==> src/rtl/id_ex_hazard_reg.sv <==
// ID/EX pipeline register with load-use hazard detection.
// Holds the decoded instruction for EX, inserts a one-cycle bubble when the
// EX entry is a load whose destination feeds the incoming ID instruction,
// discards the ID instruction on a taken branch/jump, and counts bubbles.
module id_ex_hazard_reg #(
    parameter int DATA_W = 32,
    parameter int CNT_W  = 16
) (
    input  logic              clk_i,
    input  logic              rst_i,
    input  logic [7:0]        ctrl_i,
    input  logic [DATA_W-1:0] rs_data_i,
    input  logic [DATA_W-1:0] rt_data_i,
    input  logic [DATA_W-1:0] imm_i,
    input  logic [4:0]        rs_addr_i,
    input  logic [4:0]        rt_addr_i,
    input  logic [4:0]        rd_addr_i,
    input  logic              flush_i,
    output logic              stall_o,
    output logic [7:0]        ctrl_o,
    output logic [DATA_W-1:0] rs_data_o,
    output logic [DATA_W-1:0] rt_data_o,
    output logic [DATA_W-1:0] imm_o,
    output logic [4:0]        rs_addr_o,
    output logic [4:0]        rt_addr_o,
    output logic [4:0]        rd_addr_o,
    output logic              valid_o,
    output logic [CNT_W-1:0]  stall_cnt_o
);

    // Control word bit positions.
    localparam int ALU_SRC_BIT   = 0;
    localparam int MEM_READ_BIT  = 4;
    localparam int MEM_WRITE_BIT = 5;
    localparam int REG_WRITE_BIT = 6;

    localparam logic [4:0]       REG_ZERO = 5'd0;
    localparam logic [7:0]       CTRL_NOP = 8'd0;
    localparam logic [CNT_W-1:0] CNT_MAX  = {CNT_W{1'b1}};
    localparam logic [CNT_W-1:0] CNT_ONE  = {{(CNT_W-1){1'b0}}, 1'b1};

    // rs is a real source operand whenever it names a non-zero register.
    function automatic logic rs_is_used(input logic [4:0] addr);
        return (addr != REG_ZERO);
    endfunction

    // rt is read by R-type/branch (ALUSrc=0) and as store data by sw.
    function automatic logic rt_is_used(input logic [4:0] addr, input logic [7:0] ctrl);
        return (addr != REG_ZERO) && ((ctrl[ALU_SRC_BIT] == 1'b0) || (ctrl[MEM_WRITE_BIT] == 1'b1));
    endfunction

    // Increment that sticks at all-ones instead of wrapping.
    function automatic logic [CNT_W-1:0] sat_inc(input logic [CNT_W-1:0] value);
        logic [CNT_W-1:0] result;
        if (value == CNT_MAX) begin
            result = value;
        end else begin
            result = value + CNT_ONE;
        end
        return result;
    endfunction

    // Held EX entry.
    logic [7:0]        ctrl_r;
    logic              valid_r;
    logic [DATA_W-1:0] rs_data_r;
    logic [DATA_W-1:0] rt_data_r;
    logic [DATA_W-1:0] imm_r;
    logic [4:0]        rs_addr_r;
    logic [4:0]        rt_addr_r;
    logic [4:0]        rd_addr_r;
    logic [CNT_W-1:0]  stall_cnt_r;

    // Hazard/priority decode.
    logic              ex_load_s;
    logic              rs_match_s;
    logic              rt_match_s;
    logic              hazard_s;
    logic              stall_s;
    logic              load_s;
    logic              count_s;
    logic [7:0]        ctrl_nxt_s;
    logic              valid_nxt_s;
    logic [CNT_W-1:0]  stall_cnt_nxt_s;

    // Detect a load in EX whose destination is read by the ID instruction.
    always_comb begin
        ex_load_s  = valid_r & ctrl_r[MEM_READ_BIT] & ctrl_r[REG_WRITE_BIT] & (rt_addr_r != REG_ZERO);
        rs_match_s = rs_is_used(rs_addr_i) & (rs_addr_i == rt_addr_r);
        rt_match_s = rt_is_used(rt_addr_i, ctrl_i) & (rt_addr_i == rt_addr_r);
        hazard_s   = ex_load_s & (rs_match_s | rt_match_s);
        stall_s    = hazard_s & ~flush_i;
    end

    // Resolve flush > bubble > load priority into next-state values.
    always_comb begin
        load_s          = 1'b0;
        count_s         = 1'b0;
        ctrl_nxt_s      = CTRL_NOP;
        valid_nxt_s     = 1'b0;
        stall_cnt_nxt_s = stall_cnt_r;
        case ({flush_i, hazard_s})
            2'b10, 2'b11: begin
                // Discarded instruction; operands hold, nothing counted.
                load_s      = 1'b0;
                count_s     = 1'b0;
                ctrl_nxt_s  = CTRL_NOP;
                valid_nxt_s = 1'b0;
            end
            2'b01: begin
                // Load-use bubble.
                load_s      = 1'b0;
                count_s     = 1'b1;
                ctrl_nxt_s  = CTRL_NOP;
                valid_nxt_s = 1'b0;
            end
            2'b00: begin
                // Normal advance; an all-zero control word is a nop.
                load_s      = 1'b1;
                count_s     = 1'b0;
                ctrl_nxt_s  = ctrl_i;
                valid_nxt_s = (ctrl_i != CTRL_NOP);
            end
            default: begin
                load_s      = 1'b0;
                count_s     = 1'b0;
                ctrl_nxt_s  = CTRL_NOP;
                valid_nxt_s = 1'b0;
            end
        endcase
        if (count_s) begin
            stall_cnt_nxt_s = sat_inc(stall_cnt_r);
        end else begin
            stall_cnt_nxt_s = stall_cnt_r;
        end
    end

    // Control word and valid flag: cleared on flush or bubble.
    always_ff @(posedge clk_i or posedge rst_i) begin
        if (rst_i) begin
            ctrl_r  <= 8'd0;
            valid_r <= 1'b0;
        end else begin
            ctrl_r  <= ctrl_nxt_s;
            valid_r <= valid_nxt_s;
        end
    end

    // Operand and index fields: captured only on a normal advance.
    always_ff @(posedge clk_i or posedge rst_i) begin
        if (rst_i) begin
            rs_data_r <= {DATA_W{1'b0}};
            rt_data_r <= {DATA_W{1'b0}};
            imm_r     <= {DATA_W{1'b0}};
            rs_addr_r <= 5'd0;
            rt_addr_r <= 5'd0;
            rd_addr_r <= 5'd0;
        end else if (load_s) begin
            rs_data_r <= rs_data_i;
            rt_data_r <= rt_data_i;
            imm_r     <= imm_i;
            rs_addr_r <= rs_addr_i;
            rt_addr_r <= rt_addr_i;
            rd_addr_r <= rd_addr_i;
        end else begin
            rs_data_r <= rs_data_r;
            rt_data_r <= rt_data_r;
            imm_r     <= imm_r;
            rs_addr_r <= rs_addr_r;
            rt_addr_r <= rt_addr_r;
            rd_addr_r <= rd_addr_r;
        end
    end

    // Saturating count of hazard bubbles for performance debug.
    always_ff @(posedge clk_i or posedge rst_i) begin
        if (rst_i) begin
            stall_cnt_r <= {CNT_W{1'b0}};
        end else begin
            stall_cnt_r <= stall_cnt_nxt_s;
        end
    end

    assign stall_o     = stall_s;
    assign ctrl_o      = ctrl_r;
    assign valid_o     = valid_r;
    assign rs_data_o   = rs_data_r;
    assign rt_data_o   = rt_data_r;
    assign imm_o       = imm_r;
    assign rs_addr_o   = rs_addr_r;
    assign rt_addr_o   = rt_addr_r;
    assign rd_addr_o   = rd_addr_r;
    assign stall_cnt_o = stall_cnt_r;

endmodule

==> config.mk <==
export PLATFORM = sky130hd
export DESIGN_NAME = id_ex_hazard_reg
export DESIGN_NICKNAME = d
export VERILOG_FILES = /design/src/rtl/id_ex_hazard_reg.sv
export SDC_FILE = /design/constraint.sdc
export NUM_CORES = 1
export LEC_CHECK = 0
export BUFFER_PORTS_ARGS = -buffer_cell sky130_fd_sc_hd__buf_2
export CELL_PAD_IN_SITES_DETAIL_PLACEMENT = 1
export CELL_PAD_IN_SITES_GLOBAL_PLACEMENT = 2
export CORE_ASPECT_RATIO = 1.1
export CORE_UTILIZATION = 30
export DETAILED_ROUTE_END_ITERATION = 8
export GPL_TIMING_DRIVEN = 1
export PLACE_DENSITY_LB_ADDON = 0.12
export SYNTH_ARGS = -nofsm -noshare
export SYNTH_HDL_FRONTEND = slang
export SYNTH_SLANG_ARGS = --single-unit
==> constraint.sdc <==
create_clock -name clk_i -period 4.5 [get_ports clk_i]
set_input_delay 0.45 -clock clk_i [delete_from_list [all_inputs] [get_ports clk_i]]
set_output_delay 0.45 -clock clk_i [all_outputs]
set_load 0.05 [all_outputs]
* Yosys cells after proc, flatten, opt, wreduce, memory -nomap -nowiden
Index checks and enable logic that the tools add are counted.
** Word-level totals
- Bits in registers :: 136
- Input port bits :: 122
- Output and inout bits :: 137
- Word-level logic and storage cells :: 41
** Operators by class
- $add $sub $neg :: 1
- Equality and inequality tests :: 6
- Mux-type cells :: 4
- Bitwise logic cells :: 11
- Reductions and logical operators :: 10
** Operator list (count)
- 16-bit by 1-bit adder with 16-bit output (second input constant) :: 1
- 16-bit == test (second input constant) :: 1
- 8-bit case mux with 2 select lines :: 1
- 5-bit nonzero test :: 3
- 5-bit == test :: 2
- 8-bit nonzero test :: 1
- 1-bit AND :: 7
- 1-bit case mux with 2 select lines :: 3
- 3-bit OR reduction :: 2
- 2-bit == test (second input constant) :: 2
- 1-bit NOT :: 3
- 2-bit by 1-bit == test with 1-bit output (second input constant) :: 1
- 2-bit zero test :: 1
- 2-bit AND reduction :: 1
- 1-bit logical AND :: 1
- 1-bit logical OR :: 1
- 1-bit bitwise OR :: 1

* Longest topological paths before layout
- Depth in word-level cells :: 10
- Mapped depth :: 7
- Gate-level depth less buffers :: 6

* Worst setup path before layout
Ideal clock, no wire load.
- Kind :: flip-flop to output port
- Start :: reg rt_addr_r[3], in the netlist rt_addr_o[3]
- End :: out stall_o
- Data arrival time :: 2.814 ns
- Data required time :: 4.050 ns
- Slack :: 1.236 ns
- Cell stages (with the launch flop) :: 6
- Path buffers :: 1
- Cells stage by stage :: dfrtp_1 xor2_1 nor3_1 nand2_1 buf_1 a211oi_1
** On the way
- Longest elaborated chain between the ends :: 5
- Elaborated cells between the ends (all ways) :: 9
- Classes of those cells :: 2 x eq/ne; 6 x bitwise; 1 x reduce/logical
** Ends and longest elaborated chain
- start, declared :: RTL line 70 : logic [4:0] rt_addr_r;
- start signal, assigned :: RTL line 163 : rt_addr_r <= rt_addr_i;
- start signal, assigned :: RTL line 170 : rt_addr_r <= rt_addr_r;
- 5-bit == test, on equally long branches :: RTL line 89, 90
- 1-bit AND, on equally long branches :: RTL line 89, 90
- 1-bit bitwise OR :: RTL line 91 : hazard_s = ex_load_s & (rs_match_s | rt_match_s);
- 1-bit AND * :: RTL line 91
- 1-bit AND * :: RTL line 92 : stall_s = hazard_s & ~flush_i;
- end, declared :: RTL line 19 : output logic stall_o,
Every way passes the cells marked *; elsewhere a longest branch is shown, timed or not.

* Worst setup path in the final report
Ends and elaborated chain as after synthesis.

==> qor.csv <==
stage,metric,value,unit
clock_network,clock_sinks,136,
placement,hpwl,11400,microns
clock_network,h-tree-depth,4,
detailed_routing,drtIter0Drc,79,
sta,fin_skew,0.00949,ns
synth,netlist.top_cell.by_area,dfrtp_1,
floorplanning,die_h,145,microns
setup_path,cp_num_buf_inv,1,
synth,synth-compound-area-share,0.0502,
synth,ys_seq_area_frac,0.612,
final_layout,drive_gt1_frac,0.514,
sta,period_minus_slack,3.14,ns
outcome,status,completed,
sta,slew_headroom,0.425,
sta,slew_violations,0,
clock_network,cts_max_path_buffers,2,
placement,preCtsSetupSlack,1.69,ns
placement,io_buffers,258,
setup_path,worst_ep_required_time,4.05,ns
sta,fin_ws,1.36,ns
global_route,antenna_found_initial,0,
sta,setup_viol,0,
setup_path,startpoint_type,flop,
clock_network,cts_buffers,17,
setup_path,cp.arrival,2.69,ns
clock_network,cts_root_buf,clkbuf_16,
power_and_ir_drop,leakage,3.76,nW
clock_network,clk_latency,0.41,ns
sta,fin_tns_setup,0,ns
flow_run,cap_violations,0,
final_layout,n_antenna_cell,0,
synth,synth_top_area_frac,0.612,
synth,synthArstFlopShare,1.00,
synth,synth_simple_gate_area_frac,0.0371,
setup_path,critPathSlowestCell,nand2_1,
power_and_ir_drop,worst_ir_drop_vdd,0.000232,V
synth,synth_area,5560,sq um
floorplanning,die_area,19100,sq um
final_layout,multi_input_area,1960,sq um
placement,placed_area,7040,sq um
sta,fmax,318,MHz
synth,avgSynthCellArea,15.2,sq um
clock_network,clk_pin_slew,0.06,ns
clock_network,cts_tree,built,
detailed_routing,vias_per_cell,4.53,
global_route,grt_usage,0.166,
power_and_ir_drop,pwr_density_cell,469,nW/um^2
detailed_routing,drc,0,
hold_path,holdCritPathClass,primary input to async pin,
detailed_routing,first_pass_iters,4,
setup_path,crit_chain,xor2_1 -> nor3_1 -> nand2_1 -> a211oi_1 -> buf_2,
synth,synthFlopType,dfrtp_1,
setup_path,path_max_fanout,17,
setup_path,max_stage_delay,0.56,ns
global_route,grt_first_pass_wirelength,23900,microns
synth,synth_edf_count,0,
synth,synthMuxAreaShare,0.227,
final_layout,fillers,1962,
synth,syn_nets,489,
final_layout,syn_to_final_growth,37.7,%
clock_network,ctsHoldBuffers,0,
synth,synth_top_family_by_area,multiplexers,
synth,syn_inst,366,
sta,hold_viol,0,
sta,rsz0062_at_grt,no,
global_route,grt_start_max_net_pins,95,
setup_path,crit_family,simple AND/OR/NAND/NOR gates,
clock_network,cts_setup_buffers,0,
synth,ys_seq_elements,136,
synth,synth_adder_area_share,0.00225,
floorplanning,floorplan.core_area,17900,sq um
synth,synth.area.top_cells,"dfrtp_1 61%, mux2_1 19%, mux2_2 4.1%",
detailed_routing,drt-total-wl,15200,microns
sta,fin_crit_sh,0.698,
floorplanning,rows,51,
detailed_routing,antenna_left,0,
floorplanning,num_io_pins,259,
setup_path,critPathKind,flop to output port,
global_route,grt_remaining_overflow,0,
final_layout,seq_area,3400,sq um
floorplanning,initial_core_util,0.310,
synth,synth_cell_type_count,37,
placement,gp_congestion,0.750,
synth,synth_warnings,0,
final_layout,nNetsFinal,754,
global_route,grt_pass1_vias,4230,
setup_path,cp-end-kind,output port,
synth,synth_xor_area_frac,0.0347,
clock_network,cts_resized,0,
detailed_routing,wl_per_cell,17.2,microns
floorplanning,die_w,132,microns
sta,tightestPinTransition,0.862,ns
detailed_routing,vias,3995,
final_layout,final_area,7650,sq um
## synth_stat cells, types with 2 or more instances
cell / n
nand3_1: 5
and3_1: 3
nand2_1: 7
inv_1: 14
mux2_1: 92
buf_2: 3
a211oi_2: 9
and4_1: 2
a21o_1: 2
nand4_1: 3
nor2_1: 10
dfrtp_1: 136
xnor2_1: 2
nor3_1: 2
buf_6: 11
nor4_1: 4
xor2_1: 20
a211oi_1: 3
mux2_2: 20
## layout by cell type, fill, tap and decap left out, types with 4 or more instances in the layout
| cell | n |
|---|---|
| inv_1 | 13 |
| mux2_2 | 20 |
| mux2_1 | 92 |
| dfrtp_1 | 136 |
| nor4_1 | 4 |
| clkbuf_16 | 17 |
| nand2_1 | 7 |
| nor2_1 | 10 |
| a211oi_2 | 9 |
| buf_4 | 4 |
| nand3_1 | 5 |
| buf_2 | 258 |
| xor2_1 | 20 |
## state kept, by name (all words and copies together) (netlist names)
register and flops:
imm_o 32, rs_data_o 32, rt_data_o 32, stall_cnt_o 16
ctrl_o 8, rd_addr_o 5, rs_addr_o 5, rt_addr_o 5
valid_o 1
## worst register-to-register path: stages, from the launching register on
cell      delay, ns
dfrtp_1        0.43
xor2_1         0.20
a221oi_2       0.25
o211ai_4       0.32
o21ai_4        0.26
buf_4          0.56
mux2_1         0.43
## final cells by class
type,instances,area share
well taps,238,0.0389
repair buffers,262,0.173
multi-input cells,200,0.256
clock inverters,11,0.0190
inverters,14,0.00752
flip-flops and latches,136,0.445
clock buffers,21,0.0615
## power breakdown
part / switching [W] / internal (W) / leakage (nW) / total, W
combinational: 0.000559 / 0.000194 / 1.84 / 0.000753
sequential: 0.0000592 / 0.00133 / 1.62 / 0.00139
clock: 0.000527 / 0.000916 / 0.295 / 0.00144
## path summary, 6_finish.rpt
check / cells after the start / slack [ns] / start / end
setup / recovery: 5 / 1.36 / rt_addr_o[3] / stall_o
hold / removal: 2 / 0.24 / rst_i / rt_data_o[8]
hold reg to reg: 1 / 0.48 / rt_data_o[15] / rt_data_o[15]
max in group asynchronous: 3 / 3.19 / rst_i / rd_addr_o[3]
setup reg to reg: 6 / 1.93 / rt_addr_o[1] / imm_o[11]
min in group clk_i: 2 / 0.24 / imm_i[13] / imm_o[13]
## logic make-up after synthesis
kind of cell,after synthesis
muxes,112
adders and majority gates,1
buffers and inverters,30
DFF,136
xor gates and xnor gates,22
AOI/OAI and AO/OA,26
and+or+nand+nor,39
## layer usage
metal / share of wire / vias up / global-route usage
met2: 0.55 / 126 / 0.300
met4: 0.014 / 0 / 0.0618
met1: 0.39 / 2015 / 0.189
li1: - / 1838 / -
met3: 0.046 / 16 / 0.0411
met5: 0 / - / 0
## stage by stage
| step | cells | util | hold WS (ns) | power (W) |
|---|---|---|---|---|
| 6_report | 882 | 0.427 | 0.236 | 0.00359 |
| 5_1_grt | 882 | 0.427 | 0.229 | 0.00374 |
| 4_1_cts | 882 | 0.427 | 0.220 | 0.00365 |
| 3_5_place_dp | 850 | 0.393 | 0.478 | 0.00218 |
| 3_3_place_gp | 850 | 0.393 | 0.469 | 0.00217 |
| 2_1_floorplan | 366 | - | 0.556 | 0.00196 |
Note: power is estimated with default switching activity, not from simulation.
